$ cat src/rtl/xnor_popcount_act.sv
`timescale 1ns/1ps
// -----------------------------------------------------------------------------
// xnor_popcount_act
//
// Reduction end of the binary-MAC datapath. Each accepted beat is a WIDTH-bit
// XNOR match vector (bit=1 means image bit equals weight bit). The block
// popcounts every beat, accumulates NBEATS beats (one kernel window) and then
// presents the window result until the consumer takes it:
//   pop_out : number of matching bits in the window (unsigned)
//   sum_out : bipolar dot product, 2*pop_out - WIDTH*NBEATS (two's complement)
//   act_out : binarized activation, pop_out >= threshold sampled on beat 0
//
// Ports
//   clk        in   1         clock, all state updates on the rising edge
//   rst_n      in   1         asynchronous active-low reset
//   flush      in   1         synchronous abort: drops the partial window or
//                             the pending result
//   in_valid   in   1         xnor_in carries a beat
//   in_ready   out  1         block can accept a beat (high while accumulating)
//   xnor_in    in   WIDTH     match vector
//   thr        in   ACC_W     activation threshold, sampled with the first beat
//   out_valid  out  1         window result valid
//   out_ready  in   1         consumer takes the result
//   pop_out    out  ACC_W     window match count
//   sum_out    out  ACC_W+1   bipolar dot product (signed)
//   act_out    out  1         activation bit
//
// Throughput: the result register is not bypassed, so a window of NBEATS
// beats occupies at least NBEATS+1 cycles (one bubble while the result is
// handed off).
// -----------------------------------------------------------------------------
module xnor_popcount_act #(
    parameter int WIDTH  = 7,
    parameter int NBEATS = 7,
    parameter int ACC_W  = $clog2(WIDTH * NBEATS + 1)
) (
    input  logic             clk,
    input  logic             rst_n,
    input  logic             flush,
    input  logic             in_valid,
    output logic             in_ready,
    input  logic [WIDTH-1:0] xnor_in,
    input  logic [ACC_W-1:0] thr,
    output logic             out_valid,
    input  logic             out_ready,
    output logic [ACC_W-1:0] pop_out,
    output logic [ACC_W:0]   sum_out,
    output logic             act_out
);

    localparam int TOTAL = WIDTH * NBEATS;
    // Keep the beat counter at least one bit wide so NBEATS==1 still elaborates.
    localparam int CNT_W = (NBEATS > 1) ? $clog2(NBEATS) : 1;

    typedef enum logic {
        ST_ACC = 1'b0,   // accepting beats of the current window
        ST_OUT = 1'b1    // holding a finished result for the consumer
    } state_e;

    // Ones count of one beat, already widened to the accumulator width.
    function automatic logic [ACC_W-1:0] popcount(input logic [WIDTH-1:0] v);
        logic [ACC_W-1:0] c;
        c = '0;
        for (int i = 0; i < WIDTH; i++) begin
            c = c + ACC_W'(v[i]);
        end
        return c;
    endfunction

    // -------------------------------------------------------------------------
    // State
    // -------------------------------------------------------------------------
    state_e           state_q;
    logic [CNT_W-1:0] beat_cnt_q;
    logic [ACC_W-1:0] acc_q;
    logic [ACC_W-1:0] thr_q;
    logic             out_valid_q;
    logic [ACC_W-1:0] pop_q;
    logic [ACC_W:0]   sum_q;
    logic             act_q;

    // -------------------------------------------------------------------------
    // Beat-path arithmetic
    // -------------------------------------------------------------------------
    logic             accept;
    logic             first_beat;
    logic             last_beat;
    logic [ACC_W-1:0] beat_pc;
    logic [ACC_W-1:0] total_d;
    logic [ACC_W-1:0] thr_eff;
    logic [ACC_W:0]   sum_d;
    logic             act_d;

    assign in_ready = (state_q == ST_ACC);
    assign accept   = in_valid && in_ready;

    always_comb begin
        // NOTE: every output of this block is assigned before any branch, so
        // no path leaves a value unassigned and no latch can be inferred.
        first_beat = (beat_cnt_q == '0);
        last_beat  = (beat_cnt_q == CNT_W'(NBEATS - 1));
        // Gate the vector with accept so an undriven xnor_in between beats
        // never reaches the adder.
        beat_pc    = popcount(accept ? xnor_in : '0);
        total_d    = acc_q + beat_pc;
        // With a single-beat window the threshold register has not been loaded
        // yet on the completing beat, so the live input is the right one.
        thr_eff    = (NBEATS == 1) ? thr : thr_q;
        // 2*total - TOTAL evaluated modulo 2^(ACC_W+1); the true value lies in
        // [-TOTAL, +TOTAL], which that width represents exactly.
        sum_d      = {total_d, 1'b0} - (ACC_W + 1)'(TOTAL);
        act_d      = (total_d >= thr_eff);
    end

    // -------------------------------------------------------------------------
    // Window FSM with registered result outputs
    // -------------------------------------------------------------------------
    // NOTE: all state below is updated with non-blocking assignments so every
    // register samples the pre-edge values, regardless of statement order.
    always_ff @(posedge clk or negedge rst_n) begin
        if (!rst_n) begin
            state_q     <= ST_ACC;
            beat_cnt_q  <= '0;
            acc_q       <= '0;
            thr_q       <= '0;
            out_valid_q <= 1'b0;
            pop_q       <= '0;
            sum_q       <= '0;
            act_q       <= 1'b0;
        end else if (flush) begin
            // Abort in either state: partial sum and pending result are lost,
            // the beat presented this cycle is not counted.
            state_q     <= ST_ACC;
            beat_cnt_q  <= '0;
            acc_q       <= '0;
            out_valid_q <= 1'b0;
        end else begin
            case (state_q)
                ST_ACC: begin
                    if (accept) begin
                        if (first_beat) begin
                            thr_q <= thr;
                        end
                        if (last_beat) begin
                            pop_q       <= total_d;
                            sum_q       <= sum_d;
                            act_q       <= act_d;
                            out_valid_q <= 1'b1;
                            acc_q       <= '0;
                            beat_cnt_q  <= '0;
                            state_q     <= ST_OUT;
                        end else begin
                            acc_q      <= total_d;
                            beat_cnt_q <= beat_cnt_q + CNT_W'(1);
                        end
                    end
                end
                ST_OUT: begin
                    // Result registers are untouched here, so they stay stable
                    // for as long as the consumer stalls.
                    if (out_ready) begin
                        out_valid_q <= 1'b0;
                        state_q     <= ST_ACC;
                    end
                end
                default: begin
                    state_q <= ST_ACC;
                end
            endcase
        end
    end

    assign out_valid = out_valid_q;
    assign pop_out   = pop_q;
    assign sum_out   = sum_q;
    assign act_out   = act_q;

endmodule

$ cat config.mk
export PLATFORM = sky130hd
export DESIGN_NAME = xnor_popcount_act
export DESIGN_NICKNAME = d
export VERILOG_FILES = /design/src/rtl/xnor_popcount_act.sv
export SDC_FILE = /design/constraint.sdc
export NUM_CORES = 1
export LEC_CHECK = 0
export ABC_CLOCK_PERIOD_IN_PS = 6700
export CELL_PAD_IN_SITES_DETAIL_PLACEMENT = 2
export CELL_PAD_IN_SITES_GLOBAL_PLACEMENT = 2
export CORE_ASPECT_RATIO = 0.9
export CORE_MARGIN = 4
export CORE_UTILIZATION = 26
export CTS_CLUSTER_SIZE = 30
export DETAILED_ROUTE_END_ITERATION = 10
export PLACE_DENSITY = 0.68
export SYNTH_ARGS = -nofsm -noshare
export SYNTH_HDL_FRONTEND = slang
export SYNTH_SLANG_ARGS = --single-unit
export TNS_END_PERCENT = 100
$ cat constraint.sdc
create_clock -name clk -period 6.7 [get_ports clk]
set_clock_uncertainty 0.1 [all_clocks]
set_input_delay 1.675 -clock clk [delete_from_list [all_inputs] [get_ports clk]]
set_output_delay 1.675 -clock clk [all_outputs]
set_load 0.005 [all_outputs]
=== Yosys cells after proc, flatten, opt, wreduce, memory -nomap -nowiden ===
Index checks and enable logic that the tools add are counted.

* Flip-flop bits (word level): 31
* Input port bits: 18
* Output and inout bits: 16
* Word-level logic and storage cells: 51

* $add $sub $neg: 9
* Magnitude comparators: 1
* Eq/ne operators: 5
* Mux-type cells: 19
* Bitwise gates (word level): 2
* Reductions and logical operators: 7

{| class="wikitable"
|+ Operator list
! cell !! number
|-
| $mux W6 || 4
|-
| $mux W3 || 4
|-
| $mux W1 || 8
|-
| $reduce_and A4 Y1 || 2
|-
| $mux W7 || 1
|-
| $sub A7 B6 Y7 const B || 1
|-
| $add A5 B1 Y6 || 1
|-
| $add A6 B1 Y6 || 1
|-
| $add A6 B6 Y6 || 1
|-
| $ge A6 B6 Y1 || 1
|-
| $ne A3 B2 Y1 const B || 2
|-
| $add A4 B1 Y5 || 1
|-
| $add A3 B1 Y4 || 1
|-
| $pmux W1 S2 || 2
|-
| $add A2 B1 Y3 || 1
|-
| $add A3 B1 Y3 const B || 1
|-
| $eq A3 B3 Y1 const B || 1
|-
| $logic_not A3 Y1 || 1
|-
| $ne A3 B3 Y1 const B || 1
|-
| $reduce_and A3 Y1 || 1
|-
| $add A1 B1 Y2 || 1
|-
| $ne A2 B2 Y1 const B || 1
|-
| $not A1 Y1 || 2
|-
| $reduce_and A2 Y1 || 1
|-
| 2 further kinds || 2
|}

=== Logic depth before layout (Yosys ltp) ===
Gate-level depths: netlist of the first run.

* Depth after elaboration: 14
* Depth in mapped cells: 18
* Mapped depth without buffers: 17

=== Worst setup path before layout of the first run ===
No wires, ideal clock.

* Path type: input port to flip-flop
* From: input port in_valid
* To: register act_q, in the netlist act_out
* Setup time: 0.125 ns
* Arrival time: 5.469 ns
* Data required time: 6.475 ns
* Slack: 1.006 ns
* Cell stages on the path: 16
* Buffers on the path: 1
* Cell sequence: nor2b_1 > clkbuf_1 > and2_1 > fa_1 > inv_1 > fa_1 > inv_1 > fa_1 > ha_1 > fa_1 > ha_1 > a21o_1 > a21o_1 > a21oi_1 > o21ai_0 > mux2_2

* Cells in the longest elaborated chain, start to end: 10
* Elaborated cells on any way between the ends: 11
* Classes of those cells: add/sub: 7; order compare: 1; mux: 1; reduce/logical: 2

{| class="wikitable"
|+ RTL lines
! element !! RTL line !! text
|-
| start, declared || 40 || <nowiki>input logic in_valid,</nowiki>
|-
| $logic_and A1 B1 Y1 * || 95 || <nowiki>assign accept = in_valid && in_ready;</nowiki>
|-
| $mux W7 * || 104 || <nowiki>beat_pc = popcount(accept ? xnor_in : '0);</nowiki>
|-
| $add A1 B1 Y2 || 65 || <nowiki>c = c + ACC_W'(v[i]);</nowiki>
|-
| $add A2 B1 Y3 || 65 ||
|-
| $add A3 B1 Y4 || 65 ||
|-
| $add A4 B1 Y5 || 65 ||
|-
| $add A5 B1 Y6 || 65 ||
|-
| $add A6 B1 Y6 * || 65 ||
|-
| $add A6 B6 Y6 * || 105 || <nowiki>total_d = acc_q + beat_pc;</nowiki>
|-
| named net total_d[1] || 89 || <nowiki>logic [ACC_W-1:0] total_d;</nowiki>
|-
| $ge A6 B6 Y1 * || 112 || <nowiki>act_d = (total_d >= thr_eff);</nowiki>
|-
| end signal, assigned || 147 || <nowiki>act_q <= act_d;</nowiki>
|-
| end, declared || 80 || <nowiki>logic act_q;</nowiki>
|}

Mark *: on every way through the listed nets, which the timed path passes. The rest lies on a longest branch.
A chain may end at the register's enable or synchronous reset.

=== Worst setup path after layout of the first run ===
Same ends and word-level chain as after synthesis.

==> results of run 1 <==
## routing by layer
| layer | GRT usage [%] | routed length (um) |
|---|---|---|
| met5 | 0 | 0 |
| met4 | 3.15 | 42 |
| met3 | 3.19 | 171 |
| met2 | 20.9 | 2240 |
| met1 | 13.9 | 1800 |
## cells in the final DEF (no fill, tap or decap), types with 2 or more instances in the layout
| cell | instances |
|---|---|
| clkdlybuf4s50_1 | 33 |
| buf_4 | 3 |
| dfrtp_1 | 31 |
| nand3b_1 | 2 |
| inv_1 | 14 |
| nand3_1 | 2 |
| and2_1 | 5 |
| mux2_2 | 10 |
| nand2_1 | 19 |
| o21ai_0 | 10 |
| xnor2_1 | 3 |
| nor2_1 | 8 |
| clkbuf_8 | 5 |
| a21oi_1 | 8 |
| a22o_1 | 6 |
| a21o_1 | 3 |
| ha_1 | 14 |
| nand2b_1 | 2 |
| xor2_1 | 2 |
| fa_1 | 4 |
| o21ai_1 | 2 |
| clkbuf_1 | 2 |
## registers in the layout, summed over array words and instances, names as in the netlist
name	flops
acc_q	6
pop_out	6
state_q	1
beat_cnt_q	3
act_out	1
sum_out	7
out_valid	1
thr_eff	6
## per-stage QoR
stage	util, %	setup WS (ns)	instance area [um2]	hold slack, ns
2_1_floorplan	-	1.01	1730	0.359
3_3_place_gp	34.6	0.458	2170	0.351
3_5_place_dp	34.6	0.225	2170	0.374
4_1_cts	35.9	0.522	2250	0.393
5_1_grt	35.9	0.295	2250	0.404
6_report	35.9	0.599	2250	0.385
## worst max-delay path: stages
cell and delay [ns]:
clkdlybuf4s50_1 0.50, nor2b_1 0.43, and2_1 0.23, fa_1 0.41, inv_1 0.09, fa_1 0.39
inv_1 0.09, fa_1 0.40, ha_1 0.25, fa_1 0.44, xor2_2 0.31, ha_1 0.30
a21o_1 0.16, a21oi_1 0.13, o21ai_0 0.09, mux2_2 0.28
## layout make-up
cell class | instances | area [um2]
multi-input combinational | 111 | 882
inverter | 14 | 52.6
clock inverter | 1 | 5.00
sequential | 31 | 776
fill | 703 | 4030
timing repair buffer | 36 | 353
clock buffer | 7 | 76.3
tap | 87 | 109
## worst max path at each step
stage          startpoint                  end  cells past startpoint
2_1_floorplan    in_valid  act_out$_DFFE_PN0P_                     16
3_3_place_gp     in_valid  act_out$_DFFE_PN0P_                     16
3_5_place_dp     in_valid  act_out$_DFFE_PN0P_                     16
4_1_cts          in_valid  act_out$_DFFE_PN0P_                     16
5_1_grt          in_valid  act_out$_DFFE_PN0P_                     16
6_report         in_valid  act_out$_DFFE_PN0P_                     16
## power breakdown
part	leakage, uW	total [uW]	internal [uW]	switching (uW)
clock network	0.0000422	141	72.8	68.5
registers	0.000417	213	202	11.1
logic	0.000614	209	101	108
## cells by family (layout without fill, tap and decap cells)
| family | Yosys count | after routing | synth area share (%) |
|---|---|---|---|
| and+or+nand+nor | 43 | 43 | 12.2 |
| AOI/OAI and AO/OA | 32 | 32 | 11.5 |
| DFF | 31 | 31 | 44.9 |
| adders and majority gates | 18 | 18 | 14.8 |
| buffers and inverters | 18 | 58 | 3.99 |
| muxes | 10 | 10 | 6.52 |
| xor gates and xnor gates | 8 | 8 | 6.02 |
==> impl_metrics.py, run 1 <==
metrics = {
    "floorplanning": {
        "boundaryPins": 34,
        "chipHeight_um": 85.3,
        "initial_core_util_pct": 27.5,
        "die_w_um": 93.9,
        "coreArea_um2": 6280,
        "rows": 27,
        "floorplan.die_area_um2": 8010,
    },
    "critical_path": {
        "reg2reg_from": "state_q$_DFF_PN0_",
        "endpoint_kind": "register",
        "critPathKind": "in2reg",
        "reg2reg_slack_ns": 2.13,
        "arrival_ns": 6.17,
        "worst_r2r_endpoint": "act_out$_DFFE_PN0P_",
        "critical_path.startpoint_type": "input port",
        "timing.critical_path.required_ns": 6.76,
        "reg2regPathDepth": 15,
        "crit_fanout": 8,
    },
    "sta": {
        "worst_pin_slew_ns": 0.780,
        "slew_violations": 0,
        "timing_hold_violations_final": 0,
        "setup_total_neg_slack_ns": 0,
        "rsz0062_at_grt": "false",
        "max_slew_margin_pct": 47.9,
        "fmax_mhz": 164,
        "final_min_period_over_clock_period_pct": 91.1,
        "setup_viol": 0,
        "finalWorstPathRequiredPeriod_ns": 6.10,
    },
    "place": {
        "placed_cells_incl_taps": 279,
        "place_congestion": 0.774,
        "dp_hpwl_mm": 3.41,
        "buffer_ports.inserted": 33,
    },
    "synth": {
        "yosys.area.top_type": "dfrtp_1",
        "synth_most_common_cell": "dfrtp_1",
        "synth_flop_cell": "dfrtp_1",
        "netlist_top_cells_count": "dfrtp_1 (31), nand2_1 (19), ha_1 (14), inv_1 (14)",
        "synth.lib_cells_used.distinct": 31,
        "synth_nets": 196,
        "yosys_warnings": 0,
        "synth_largest_type_area_fraction_pct": 44.9,
        "synth_seq_cells": 31,
        "synth_area_leaders": "dfrtp_1 (45%), ha_1 (10%), mux2_2 (6.5%), fa_1 (4.6%), nand2_1 (4.1%)",
        "syn_area_cell_um2": 10.8,
        "post_synth_inst_count": 160,
        "synth_area_um2": 1730,
        "synth_edf_count": 0,
        "proportion_of_synthesized_flip_flops_having_asynchronous_set_or_reset_pct": 100,
        "ys_seq_area_share_pct": 44.9,
    },
    "drt": {
        "drt_pre_antenna_iters": 4,
        "route.detailed.vias_per_inst": 4.51,
        "drc_errors": 0,
        "drt-wirelength-per-cell_um": 14.8,
        "detailedRoute.firstIterationViolations": 27,
        "finalWirelength_mm": 4.26,
        "remaining_antenna_violation_count_after_routing": 0,
        "via_count": 1293,
    },
    "clock_tree": {
        "cts-buffers-inserted": 5,
        "clk_root_buffer_cell": "clkbuf_8",
        "cts.sink_count": 31,
        "cts_max_level": 2,
        "cts.repair_timing.setup_buffer_count": 0,
        "cts_hold_buf": 0,
        "clock_tree.buffer_depth": 2,
        "tritoncts": "yes",
        "clkTransAtPathRegs_ns": 0.06,
        "cts.repair.resized": 0,
        "worstSkewPairLatency_ns": 0.28,
    },
    "worst_hold_path": {
        "min_path_type": "reg2reg",
        "hold_path_startpoint": "sum_out[0]$_DFFE_PN0P_",
        "end_point_of_the_most_critical_hold_path": "sum_out[0]$_DFFE_PN0P_",
        "worst_hold_path.num_cells": 1,
    },
    "global_routing": {
        "antenna_found_initial": 0,
        "globalRouteOverflowTotal": 0,
        "grt_use_total_pct": 11.8,
        "grt_start_max_net_pins": 32,
        "grt_first_pass_wirelength_mm": 7.46,
        "first_global_vias": 1540,
    },
    "power_and_ir_drop": {
        "fin_total_pwr_uw": 564,
        "peakVddDrop_v": 0.000105,
        "power_density_nw_per_um2": 250,
        "leakagePower_uw": 0.00107,
    },
    "job": {
        "drv.max_cap_violation_count": 0,
    },
    "cells_and_area": {
        "layout-area-overhead-vs-synth_pct": 30.5,
        "diodes": 0,
        "num-nets-final": 235,
        "fraction_of_layout_cells_with_a_size_suffix_above_1_pct": 12.5,
        "final_cells": 287,
    },
    "status": {
        "run_status": "complete, no violations",
    },
}
Note: power is estimated with default switching activity, not from simulation.
==> inputs of run 2 (changes only) <==
Settings changed: CORE_MARGIN 4 to default, CORE_UTILIZATION 26 to 35, HOLD_SLACK_MARGIN from default to 0.02, PLACE_DENSITY 0.68 to 0.87.
==> impl_metrics.py, run 2 (synthesized netlist as in run 1, its figures left out) <==
metrics = {
    "status": {
        "run_status": "complete, no violations",
    },
    "power_and_ir_drop": {
        "comb_power_share_pct": 36.8,
        "clock_power_share_pct": 28.8,
        "leakagePower_uw": 0.00108,
        "sequential_power_share_pct": 34.4,
        "power.share.switching_pct": 32.6,
        "power.switching_uw": 201,
        "peakVddDrop_v": 0.000115,
        "intPower_uw": 416,
        "power_density_nw_per_um2": 276,
    },
    "sta": {
        "max_slew_margin_pct": 44.1,
        "rsz0062_at_grt": "false",
        "final_min_period_over_clock_period_pct": 94.4,
        "worst_pin_slew_ns": 0.832,
        "setup_viol": 0,
        "setup_total_neg_slack_ns": 0,
        "finalWorstPathRequiredPeriod_ns": 6.33,
        "fmax_mhz": 158,
        "slew_violations": 0,
        "timing_hold_violations_final": 0,
    },
    "clock_tree": {
        "cts_hold_buf": 0,
        "tritoncts": "yes",
        "clk_root_buffer_cell": "clkbuf_8",
        "clock_tree.buffer_depth": 2,
        "cts.sink_count": 31,
        "cts.repair_timing.setup_buffer_count": 0,
        "clkTransAtPathRegs_ns": 0.06,
        "cts.repair.resized": 0,
        "cts-buffers-inserted": 5,
        "worstSkewPairLatency_ns": 0.28,
        "cts_max_level": 2,
    },
    "global_routing": {
        "grt_use_total_pct": 20.7,
        "first_global_vias": 1545,
        "routing_usage_on_met2_pct": 41.8,
        "grt_start_max_net_pins": 32,
        "busiest_layer": "met2",
        "antenna_found_initial": 0,
        "globalRouteOverflowTotal": 0,
        "grt_first_pass_wirelength_mm": 8.00,
        "grt_util_met3_pct": 4.34,
        "globalRouteMet1Util_pct": 23.0,
    },
    "critical_path": {
        "setup.worst_path.start": "in_valid",
        "endpoint_kind": "register",
        "arrival_ns": 6.38,
        "timing.critical_path.required_ns": 6.76,
        "reg2reg_from": "state_q$_DFF_PN0_",
        "crit_fanout": 8,
        "critical_path.startpoint_type": "input port",
        "critPathKind": "in2reg",
    },
    "worst_hold_path": {
        "min_path_type": "reg2reg",
        "hold_path_startpoint": "sum_out[0]$_DFFE_PN0P_",
    },
    "floorplanning": {
        "coreArea_um2": 4600,
        "chipHeight_um": 68.6,
        "die_w_um": 76.0,
        "boundaryPins": 34,
        "floorplan.die_area_um2": 5220,
        "rows": 23,
        "initial_core_util_pct": 37.5,
    },
    "drt": {
        "route.detailed.vias_per_inst": 5.03,
        "drt-wirelength-per-cell_um": 18.1,
        "finalWirelength_mm": 4.71,
        "remaining_antenna_violation_count_after_routing": 0,
        "detailedRoute.firstIterationViolations": 14,
        "drc_errors": 0,
        "drt_pre_antenna_iters": 4,
        "via_count": 1308,
    },
    "place": {
        "place_congestion": 0.776,
        "dp_hpwl_mm": 3.48,
        "buffer_ports.inserted": 33,
    },
    "cells_and_area": {
        "utilization_pct": 48.6,
        "multi_input_comb_area_um2": 882,
        "layout_common_cells": "clkdlybuf4s50_1 (33), dfrtp_1 (31), nand2_1 (19)",
        "fraction_of_layout_cells_with_a_size_suffix_above_1_pct": 12.1,
        "n_fill_cell": 490,
        "largest_reg_flops": 7,
        "num-nets-final": 234,
        "diodes": 0,
        "mostFrequentLayoutCell": "clkdlybuf4s50_1",
        "layout-area-overhead-vs-synth_pct": 29.5,
        "layout.area.seq_um2": 776,
    },
    "job": {
        "drv.max_cap_violation_count": 0,
    },
}
==> run 2: cell type report <==
class / count / share of cell area, %
Multi-Input combinational cell: 111 / 39.5
Timing Repair Buffer: 35 / 15.4
Inverter: 14 / 2.35
Clock buffer: 6 / 3.25
Clock inverter: 1 / 1.34
Tap cell: 62 / 3.47
Sequential cell: 31 / 34.7
==> run 2: power groups by stage <==
| stage | sequential, uW | clock, uW | combinational (uW) |
|---|---|---|---|
| final | 212 | 177 | 227 |
| after global routing | 215 | 190 | 252 |
| after CTS | 212 | 183 | 232 |
| after detailed placement | 216 | 0 | 222 |
| after global placement | 214 | 0 | 202 |
| after floorplan | 213 | 0 | 154 |
==> run 2: worst max-delay path: stages <==
cell             delay (ns)
clkdlybuf4s50_1        0.51
nor2b_1                0.49
and2_1                 0.24
fa_1                   0.43
inv_1                  0.10
fa_1                   0.40
inv_1                  0.09
fa_1                   0.40
ha_1                   0.25
fa_1                   0.46
xor2_2                 0.34
ha_1                   0.30
a21o_1                 0.16
a21oi_1                0.15
o21ai_0                0.09
mux2_2                 0.28
==> run 2: routing by layer <==
layer / routed length, um / up-vias
met5: 0 / -
met4: 41 / 0
met3: 146 / 5
met2: 2570 / 28
met1: 1950 / 666
li1: - / 609
==> run 2: worst paths after layout <==
| kind | endpoint | slack [ns] | cells after the start |
|---|---|---|---|
| worst max-delay path | act_out$_DFFE_PN0P_ | 0.37 | 16 |
| worst min-delay path | sum_out[0]$_DFFE_PN0P_ | 0.38 | 1 |
| worst max register to register | act_out$_DFFE_PN0P_ | 1.92 | 15 |
| worst min register to register | sum_out[0]$_DFFE_PN0P_ | 0.38 | 1 |
| max in group asynchronous | beat_cnt_q[2]$_DFFE_PN0P_ | 4.51 | 2 |
| min in group asynchronous | thr_eff[2]$_DFFE_PN0P_ | 1.69 | 2 |
==> run 2: stage by stage <==
step,setup slack (ns),power [uW],cell area [um2],hold slack [ns],std cells
6_report,0.373,616,2240,0.375,260
2_1_floorplan,1.01,366,1730,0.359,160
4_1_cts,0.357,628,2240,0.385,260
3_5_place_dp,0.166,438,2130,0.365,253
5_1_grt,0.172,656,2240,0.406,260
3_3_place_gp,0.424,417,2130,0.351,253
==> inputs of run 3 (changes only) <==
Settings changed: SLEW_MARGIN from default to 5.
==> results of run 3 <==
No change in the layout: final DEF, timing and power equal those of run 2.
==> edit 1, RTL diff (flow settings as in run 1) <==
Set the parameter `WIDTH` to 9 (it was 7).
--- a/src/rtl/xnor_popcount_act.sv
+++ b/src/rtl/xnor_popcount_act.sv
@@ -30,7 +30,7 @@
 // handed off).
 // -----------------------------------------------------------------------------
 module xnor_popcount_act #(
-    parameter int WIDTH  = 7,
+    parameter int WIDTH  = 9,
     parameter int NBEATS = 7,
     parameter int ACC_W  = $clog2(WIDTH * NBEATS + 1)
 ) (
Ports: changed (resized xnor_in); port bits go from 34 to 36. No check against the original RTL was run, so the function may have changed too.
==> edit 1 against run 1 <==
Core utilization decreased by 1.5 points; wire length increased by 2.3%; clock power decreased by 26%; worst setup slack got worse by 0.17 ns; via count unchanged; critical path depth increased by 1; area after synthesis decreased by 4.4%; sequential cell count decreased by 5; first-iteration DRC count increased by 30%; register-to-register slack got worse by 0.25 ns; power decreased by 11%; cell count decreased by 2.4%; design area decreased by 6.2%.
==> edit 1: results (changes against run 1) <==
metric	value	unit	change
leakagePower	1.01	nW	was 1.07 nW
synth_common_cells	dfrtp_1 (26), inv_1 (16), ha_1 (12), nand2_1 (12)		was dfrtp_1 (31), nand2_1 (19), ha_1 (14), inv_1 (14)
grt.total_usage	11.8	%	about the same
synth_area_leaders	dfrtp_1 (39%), ha_1 (9.1%), mux2_2 (7.5%)		was dfrtp_1 (45%), ha_1 (10%), mux2_2 (6.5%)
fin_crit	6.27	ns	was 6.10 ns
wl_met3	158	um	was 171 um
multiInputGateArea	873	um^2	was 882 um^2
route.met2.wl	2420	um	was 2240 um
grtUsageMet3	3.43	%	was 3.19%
synthXorXnorAreaFrac	2.65	%	was 6.01%
hold_slack	0.377	ns	was 0.385 ns
grt_pass1_wl	7360	um	was 7460 um
viasPerCell	4.62		was 4.51
avgRoutedWirePerCell	15.6	um	was 14.8 um
yosys.cell_types.count	37		was 31
rr_worst_depth	16		was 15
place_inst	276		was 279
fin_nets	232		was 235
arrival	6.31	ns	was 6.17 ns
synth-seq-area-share	39.4	%	was 44.9%
synth_fa_ha_area_share	16.4	%	was 14.8%
drt_pass1_iterations	7		was 4
status	completed		unchanged
p_clk_share	20.7	%	was 25.1%
synth-compound-area-share	9.10	%	was 11.5%
drive_above_1_share	8.81	%	was 12.5%
stdcell_count	280		was 287
grt_start_max_net_pins	27		was 32
cts_buffers	3		was 5
p_sw	0.182	mW	was 0.188 mW
dp_hpwl	3520	um	was 3410 um
-- edit 1: cell count changes in the layout (fill, tap and decap cells not counted), moves of 3 or more --
cell and change:
a21oi_1 +3, a22o_1 -5, and2_1 +3, dfrtp_1 -5, nand2_1 -7, nand3_1 +4, o21ai_0 -5
-- edit 1: critical path: stages --
cell	delay, ns
clkdlybuf4s50_1	0.46
and2b_1	0.27
and2_1	0.22
fa_1	0.55
inv_1	0.05
fa_1	0.48
inv_1	0.06
fa_1	0.48
ha_1	0.24
fa_1	0.41
a21o_1	0.21
a21oi_1	0.23
xnor2_1	0.17
ha_1	0.27
and3_1	0.15
a221oi_1	0.28
o21ai_0	0.11
-- edit 1: area by class of cell --
| type | instances | share of cell area [%] |
|---|---|---|
| Clock buffer | 4 | 2.61 |
| Tap cell | 87 | 5.15 |
| Multi-Input combinational cell | 110 | 41.3 |
| Sequential cell | 26 | 30.8 |
| Inverter | 16 | 2.84 |
| Timing Repair Buffer | 37 | 17.3 |
==> edit 2, RTL diff (flow settings as in run 1) <==
Without the edit above. Reset style: synchronous (`rst_n`), changed in one clocked block. Comments in the files are not updated.
--- a/src/rtl/xnor_popcount_act.sv
+++ b/src/rtl/xnor_popcount_act.sv
@@ -117,7 +117,7 @@
     // -------------------------------------------------------------------------
     // NOTE: all state below is updated with non-blocking assignments so every
     // register samples the pre-edge values, regardless of statement order.
-    always_ff @(posedge clk or negedge rst_n) begin
+    always_ff @(posedge clk) begin
         if (!rst_n) begin
             state_q     <= ST_ACC;
             beat_cnt_q  <= '0;
Check against the original RTL: not equivalent (a bounded check fails within 10 cycles, from zero or initial values and one cycle with rst_n low; the reset may be asserted at any time).
==> edit 2 against run 1 <==
Design area about the same; clock power is 9% higher; sequential power decreased by 11%; sequential cell count is the same; area after synthesis rose by 0.87%; worst setup slack better by 0.22 ns; wire length is 0.52% lower; power shrank 18%; largest power group unchanged; synthesized cell count grew 22%.
==> edit 2: results (changes against run 1) <==
metric	value	unit	change
grt_pass1_wl	7380	um	was 7460 um
slowest_delay	0.47	ns	was 0.50 ns
grt_start_max_net_pins	22		was 32
vias	1409		was 1293
dpl_cell_area	2160	um^2	was 2170 um^2
drt_pass1_iterations	3		was 4
place_congestion	0.698		was 0.774
synth-compound-area-share	14.5	%	was 11.5%
multiInputGateArea	1040	um^2	was 882 um^2
synth_nets	231		was 196
grtUsageMet3	3.77	%	was 3.19%
grt.total_usage	12.1	%	was 11.8%
viasPerCell	4.40		was 4.51
place_inst	313		was 279
synth_area_leaders	dfxtp_1 (36%), ha_1 (10%), nand2_1 (6.0%)		was dfrtp_1 (45%), ha_1 (10%), mux2_2 (6.5%)
dp_hpwl	3240	um	was 3410 um
synth_area_per_cell	8.93	um^2	was 10.8 um^2
fin_nets	266		was 235
peakVddDrop	0.0836	mV	was 0.105 mV
grt_pass1_vias	1512		was 1540
p_clk_share	33.3	%	was 25.1%
leakagePower	0.922	nW	was 1.07 nW
arrival	5.93	ns	was 6.17 ns
synth_mux_area_share	3.45	%	was 6.52%
drt_iter0_markers	55		was 27
n_fill_cell	760		was 703
power.internal	0.322	mW	was 0.376 mW
status	completed		unchanged
drive_above_1_share	9.13	%	was 12.5%
synthXorXnorAreaFrac	4.31	%	was 6.01%
synth-seq-area-share	35.6	%	was 44.9%
routed_wl	4240	um	was 4260 um
grt_util_met1	15.6	%	was 13.9%
relSlewSlack	58.2	%	was 47.9%
ys_async_sr_fraction	0	%	was 100%
yosys.cell_types.count	40		was 31
-- edit 2: cell count changes after synthesis, sizes merged, moves of 7 or more --
cell          run 1  this run
dfrtp            31         0
dfxtp             0        31
mux2             10         0
nand2            19        29
nor2              8        15
nor2b             1         8
-- edit 2: critical path: cells and delay by family --
family / cells / cell delay [ns]
fa+ha+maj: 6 / 2.18
simple gates: 3 / 0.68
compound gates: 3 / 0.40
xor+xnor: 1 / 0.35
buf+inv: 3 / 0.65
-- edit 2: final timing paths --
check	from	to	slack (ns)	cells after the start
worst max-delay path	in_valid	act_out	0.82	16
worst min-delay path	pop_out[5]	pop_out[5]	0.36	2
worst max register to register	state_q	act_out	2.32	15
worst min register to register	pop_out[5]	pop_out[5]	0.36	2
-- edit 2: kinds of logic (layout without fill, tap and decap cells) --
group	count (synthesis)	after routing
simple gates	77	77
xor+xnor	6	6
flops	31	31
compound gates	38	38
buf+inv	19	54
fa+ha+maj	18	18
mux	6	6
-- edit 2: cell type report --
cell class                 count  share of cell area (%)
clock buffer                   6                    3.67
inverter                      12                    2.00
tap                           90                    5.00
clock inverter                 1                   0.222
timing repair buffer          35                    15.3
sequential                    31                    27.6
multi-input combinational    145                    46.2
-- edit 2: through the flow --
step | setup slack (ns) | hold WS (ns) | power (mW)
3_5_place_dp | 0.425 | 0.353 | 0.315
6_report | 0.819 | 0.355 | 0.461
5_1_grt | 0.424 | 0.378 | 0.499
4_1_cts | 0.732 | 0.362 | 0.472
3_3_place_gp | 0.532 | 0.343 | 0.312
2_1_floorplan | 1.10 | 0.336 | 0.276
-- edit 2: routing by layer --
layer  share of wire (%)  up-vias
met4                 1.8        0
met5                   0        -
li1                    -      718
met1                  48      663
met2                  46       22
met3                 4.1        6
